[config.mk]
export PLATFORM = sky130hd
export DESIGN_NAME = mem_port_arbiter
export DESIGN_NICKNAME = d
export VERILOG_FILES = /design/src/rtl/mem_port_arbiter_pkg.sv /design/src/rtl/mem_arb_latency_cnt.sv /design/src/rtl/mem_port_arbiter.sv
export SDC_FILE = /design/constraint.sdc
export NUM_CORES = 1
export LEC_CHECK = 0
export CORE_MARGIN = 10
export CORE_UTILIZATION = 37
export CTS_BUF_LIST = sky130_fd_sc_hd__clkbuf_16
export CTS_CLUSTER_DIAMETER = 30
export DETAILED_ROUTE_END_ITERATION = 10
export GPL_TIMING_DRIVEN = 0
export PLACE_DENSITY_LB_ADDON = 0.1
export SLEW_MARGIN = 25
export SYNTH_ARGS = -nofsm -noshare
export SYNTH_HDL_FRONTEND = slang
export SYNTH_SLANG_ARGS = --single-unit
export TNS_END_PERCENT = 1
[constraint.sdc]
create_clock -name clk -period 1.49 [get_ports clk]
set_input_delay 0.447 -clock clk [delete_from_list [all_inputs] [get_ports clk]]
set_output_delay 0.447 -clock clk [all_outputs]
set_load 0.01 [all_outputs]
[src/rtl/mem_port_arbiter_pkg.sv]
// rtl/mem_port_arbiter_pkg.sv - shared types and constants for the memory port arbiter
package mem_port_arbiter_pkg;

   typedef enum logic [1:0] {
      IDLE  = 2'd0,
      ISSUE = 2'd1,
      WAIT  = 2'd2,
      DONE  = 2'd3
   } arb_state_e;

   typedef enum logic {
      GNT_FETCH = 1'b0,
      GNT_DATA  = 1'b1
   } gnt_e;

   localparam int STALL_CNT_WIDTH = 16;

endpackage

[src/rtl/mem_arb_latency_cnt.sv]
// rtl/mem_arb_latency_cnt.sv - loadable down-counter with zero flag for the read latency wait
module mem_arb_latency_cnt #(
   parameter int MEM_LATENCY = 1
) (
   input  logic clk,
   input  logic reset,
   input  logic load,
   input  logic dec,
   output logic zero
);

   localparam int CNT_W = $clog2(MEM_LATENCY + 1);

   logic [CNT_W-1:0] cnt;

   always_ff @(posedge clk) begin
      if (reset) begin
         cnt <= '0;
      end else if (load) begin
         cnt <= CNT_W'(MEM_LATENCY - 1);
      end else if (dec && (cnt != '0)) begin
         cnt <= cnt - CNT_W'(1);
      end
   end

   assign zero = (cnt == '0);

endmodule

[src/rtl/mem_port_arbiter.sv]
// rtl/mem_port_arbiter.sv - fetch/data arbiter and sequencer for the shared external memory port
// Optional per-requester stall counters are built when MEM_ARB_STATS_EN is defined.
module mem_port_arbiter
   import mem_port_arbiter_pkg::*;
#(
   parameter int DATA_WIDTH  = 8,
   parameter int ADDR_WIDTH  = 12,
   parameter int MEM_LATENCY = 1
) (
   input  logic                  clk,
   input  logic                  reset,
   input  logic                  fetch_req,
   input  logic [ADDR_WIDTH-1:0] fetch_addr,
   output logic                  fetch_ack,
   output logic [DATA_WIDTH-1:0] fetch_data,
   input  logic                  data_req,
   input  logic                  data_we,
   input  logic [ADDR_WIDTH-1:0] data_addr,
   input  logic [DATA_WIDTH-1:0] data_wdata,
   output logic                  data_ack,
   output logic [DATA_WIDTH-1:0] data_rdata,
   output logic                  mem_en,
   output logic                  mem_we,
   output logic [ADDR_WIDTH-1:0] mem_addr,
   output logic [DATA_WIDTH-1:0] mem_wdata,
   input  logic [DATA_WIDTH-1:0] mem_rdata,
   output logic                  busy
`ifdef MEM_ARB_STATS_EN
   ,
   output logic [STALL_CNT_WIDTH-1:0] fetch_stall_cnt,
   output logic [STALL_CNT_WIDTH-1:0] data_stall_cnt
`endif
);

   localparam logic [1:0] S_IDLE  = IDLE;
   localparam logic [1:0] S_ISSUE = ISSUE;
   localparam logic [1:0] S_WAIT  = WAIT;
   localparam logic [1:0] S_DONE  = DONE;

   logic [1:0] state;
   gnt_e       last_grant;
   gnt_e       owner;
   logic       gnt_fetch;
   logic       gnt_data;
   logic       lat_load;
   logic       lat_dec;
   logic       lat_zero;

   // Data wins a tie unless it won the previous transaction.
   always_comb begin
      gnt_fetch = 1'b0;
      gnt_data  = 1'b0;
      if (state == S_IDLE) begin
         if (fetch_req && data_req) begin
            if (last_grant == GNT_DATA) begin
               gnt_fetch = 1'b1;
            end else begin
               gnt_data = 1'b1;
            end
         end else begin
            gnt_fetch = fetch_req;
            gnt_data  = data_req;
         end
      end
   end

   assign lat_load = (state == S_ISSUE) && !mem_we;
   assign lat_dec  = (state == S_WAIT) && !lat_zero;

   mem_arb_latency_cnt #(
      .MEM_LATENCY(MEM_LATENCY)
   ) u_lat_cnt (
      .clk  (clk),
      .reset(reset),
      .load (lat_load),
      .dec  (lat_dec),
      .zero (lat_zero)
   );

   always_ff @(posedge clk) begin
      if (reset) begin
         state      <= S_IDLE;
         last_grant <= GNT_FETCH;
         owner      <= GNT_FETCH;
         mem_en     <= 1'b0;
         mem_we     <= 1'b0;
         mem_addr   <= '0;
         mem_wdata  <= '0;
         fetch_ack  <= 1'b0;
         data_ack   <= 1'b0;
         fetch_data <= '0;
         data_rdata <= '0;
         busy       <= 1'b0;
      end else begin
         fetch_ack <= 1'b0;
         data_ack  <= 1'b0;
         mem_en    <= 1'b0;
         case (state)
            S_IDLE: begin
               if (gnt_fetch || gnt_data) begin
                  state  <= S_ISSUE;
                  busy   <= 1'b1;
                  mem_en <= 1'b1;
                  owner  <= gnt_data ? GNT_DATA : GNT_FETCH;
                  mem_we <= gnt_data && data_we;
                  if (gnt_data) begin
                     mem_addr  <= data_addr;
                     mem_wdata <= data_wdata;
                  end else begin
                     mem_addr <= fetch_addr;
                  end
               end
            end
            S_ISSUE: begin
               mem_we <= 1'b0;
               if (mem_we) begin
                  state <= S_DONE;
                  if (owner == GNT_DATA) begin
                     data_ack <= 1'b1;
                  end else begin
                     fetch_ack <= 1'b1;
                  end
               end else begin
                  state <= S_WAIT;
               end
            end
            S_WAIT: begin
               if (lat_zero) begin
                  state <= S_DONE;
                  if (owner == GNT_DATA) begin
                     data_rdata <= mem_rdata;
                     data_ack   <= 1'b1;
                  end else begin
                     fetch_data <= mem_rdata;
                     fetch_ack  <= 1'b1;
                  end
               end
            end
            S_DONE: begin
               state      <= S_IDLE;
               busy       <= 1'b0;
               last_grant <= owner;
            end
            default: begin
               state <= S_IDLE;
               busy  <= 1'b0;
            end
         endcase
      end
   end

`ifdef MEM_ARB_STATS_EN
   logic fetch_stall;
   logic data_stall;

   // In IDLE the owner register is stale, so the live grant decides who is waiting.
   assign fetch_stall = fetch_req && ((state == S_IDLE) ? !gnt_fetch : (owner != GNT_FETCH));
   assign data_stall  = data_req  && ((state == S_IDLE) ? !gnt_data  : (owner != GNT_DATA));

   always_ff @(posedge clk) begin
      if (reset) begin
         fetch_stall_cnt <= '0;
         data_stall_cnt  <= '0;
      end else begin
         if (fetch_stall && (fetch_stall_cnt != '1)) begin
            fetch_stall_cnt <= fetch_stall_cnt + STALL_CNT_WIDTH'(1);
         end
         if (data_stall && (data_stall_cnt != '1)) begin
            data_stall_cnt <= data_stall_cnt + STALL_CNT_WIDTH'(1);
         end
      end
   end
`endif

endmodule

==> impl_metrics.json, run 1 <==
{
  "die_y_microns": 92.3,
  "ios": 86,
  "fmax_ghz": 0.700,
  "cts_root_buf": "clkbuf_16",
  "whs_path_depth": 2,
  "clk_pin_slew_ps": 60,
  "area_growth_syn_to_layout_pct": 61.6,
  "worstSetupEndpointType": "register",
  "hp-class": "reg2reg",
  "avgSynthCellArea_sq_um": 9.04,
  "cp.required_ps": 1670,
  "core_sq_um": 5070,
  "clk_latency_ps": 280,
  "path_buf_inv": 2,
  "cp.arrival_ps": 1600,
  "cp_top_family": "simple AND/OR/NAND/NOR gates",
  "ys_types": 28,
  "power.density_nw_per_um2": 1590,
  "die_x_microns": 92.3,
  "max_slew.worst_pin.slew_ps": 524,
  "start_util_pct": 38.1,
  "yosys-top-cells-area": "dfxtp_1 48%, mux2i_1 8.8%, nor2_1 6.6%, a2111oi_0 5.4%, nor4_1 3.9%",
  "reg2reg_from": "state[0]",
  "grt_pass1_vias": 1966,
  "grt_max_degree": 15,
  "synth_seq_cells": 46,
  "route.vias.total": 1942,
  "grt-ovfl-total": 0,
  "ys_seq_area_share_pct": 47.6,
  "path_cells": "inv_2, ha_4, o21a_2, buf_6, nor2_1, nor4_1",
  "synth_nets": 264,
  "crit_path_max_incr_delay_ps": 340,
  "fin_worst_skew_ps": 2.39,
  "peakVddDrop_v": 0.000895,
  "first_pass_iters": 4,
  "hold_start": "busy",
  "numCtsBuffers": 5,
  "cts_max_level": 2,
  "fin_area_sq_um": 3130,
  "die-area_sq_um": 8520,
  "n_antenna_cell": 0,
  "placed_area_sq_um": 2860,
  "fin_crit_sh_pct": 95.8,
  "min_to": "busy",
  "final_common_cell": "dfxtp_1",
  "utilization_pct": 61.6,
  "synth_flop_cell": "dfxtp_1",
  "ys_warn_count": 0,
  "numClockSinks": 46,
  "synth_top_area_share_pct": 47.6,
  "dp_hpwl_microns": 4590,
  "fin_total_pwr_mw": 4.96,
  "drc": 0,
  "antenna_found_initial": 0,
  "crit_path_start_kind": "register",
  "yosys.area.top_type": "dfxtp_1",
  "synth_edf_count": 0,
  "crit_fanout": 10,
  "first_iter_violations": 86,
  "rrSetupSlack_ps": 60,
  "antenna_left": 0,
  "outcome": "completed",
  "slew_viol_final": 0,
  "routedWlPerCell_microns": 16.9,
  "path_class": "reg2reg",
  "final_nets": 356,
  "cts_buffer_depth": 2,
  "setup_violations": 0,
  "min_period_ps": 1430,
  "syn_inst": 214,
  "netlist_area_sq_um": 1930,
  "drive_gt1_share_pct": 13.4,
  "hold_violations": 0,
  "crit_path_top_delay_cell": "dfxtp_2",
  "grt.total_usage_pct": 14.6,
  "gp_congestion": 0.812,
  "cts_tree": "done",
  "max_slew_margin_pct": 65.0,
  "ff2ff_path_depth": 6,
  "grt_pass1_wl_microns": 10200,
  "drv_cap": 0,
  "totalWireLength_microns": 6390,
  "power.leakage_nw": 1.36,
  "io_buffers": 84,
  "rsz0062_at_grt": "yes",
  "async_flop_share_pct": 0,
  "final_cell_mix": "44 x dfxtp_1, 42 x dlygate4sd2_1, 41 x clkdlybuf4s50_1",
  "rows": 26,
  "worst_r2r_endpoint": "mem_addr[8]",
  "avgViaCountPerCell": 5.15
}
## how the worst max path moves through the flow
stage	to	slack [ps]	from	cells past startpoint
finish	mem_addr[8]	60	state[0]	6
global route	fetch_data[7]	-20	state[0]	6
CTS	mem_addr[10]	-40	state[1]	6
detailed placement	mem_addr[2]	-540	fetch_req	5
global placement	mem_addr[2]	-540	fetch_req	5
floorplan	mem_addr[10]	90	state[0]	6
## synthesized netlist by cell type, types with 5 or more instances
master and number:
inv_1 6, mux2i_1 17, nor4_1 12, a21oi_1 10, o21ai_0 10, dfxtp_1 46, a2111oi_0 12, nand4_1 8
clkbuf_1 10, ha_1 5, nor3_1 13, buf_2 8, nor2_1 34
## tightest hold or removal path, stage by stage, from the launching register on
cell and delay, ps:
dfxtp_1 320, nand2_1 60, a21oi_1 50
## registers in the layout, summed over array words and instances, names as in the netlist, 2 cells and up
register,cells
mem_addr,12
data_rdata,8
fetch_data,8
mem_wdata,8
state,2
## area by class of cell
class                   instances  area, sq um
well taps                      70         87.6
inverters                       6         22.5
clock inverters                 3         40.0
multi-input cells             144         1020
fillers                       486         1950
plain buffers                  18          115
repair buffers                 85          796
clock buffers                   5          125
flip-flops and latches         46          923
## metal layers
metal  track usage, %  share of wire, %
met5                0                 0
met4             3.60              0.86
met3             5.57               6.8
met2             24.5                49
met1             17.2                43
## report_power, final
group / leakage [nW] / total (mW) / internal, mW / switching, mW
logic: 0.899 / 2.05 / 0.936 / 1.11
registers: 0.377 / 1.67 / 1.51 / 0.160
clock network: 0.0836 / 1.24 / 0.785 / 0.460
## stage by stage
step	TNS, ps	hold slack (ps)	instances	worst slack, ps
after floorplan	0	459	214	85.3
after global placement	-11550	461	368	-541
after detailed placement	-11650	465	368	-540
after CTS	-61.8	471	376	-36.9
after global routing	-89.2	489	377	-21.6
final	0	477	377	62.1
## logic make-up (layout without fill, tap and decap cells)
family,Yosys count,in the layout,share of synthesized area (%)
simple gates,80,80,20.4
fa+ha+maj,5,5,3.23
flops,46,46,47.6
buf+inv,24,117,5.17
mux,17,17,8.80
compound gates,42,42,14.8
## what timing repair did
action / in CTS / in global routing
setup buffers: 0 / 1
pin swaps: 0 / 1
resized for setup: 72 / 27
hold buffers: 0 / 0
endpoints found under the setup margin: 82 / 40
Power figures use the tool's default switching activity.
==> run 2, diff against run 1 <==
Settings changed: ABC_CLOCK_PERIOD_IN_PS from default to 1490.
==> results of run 2 <==
Same layout as run 1: the final DEF is identical, and so are final timing and power.
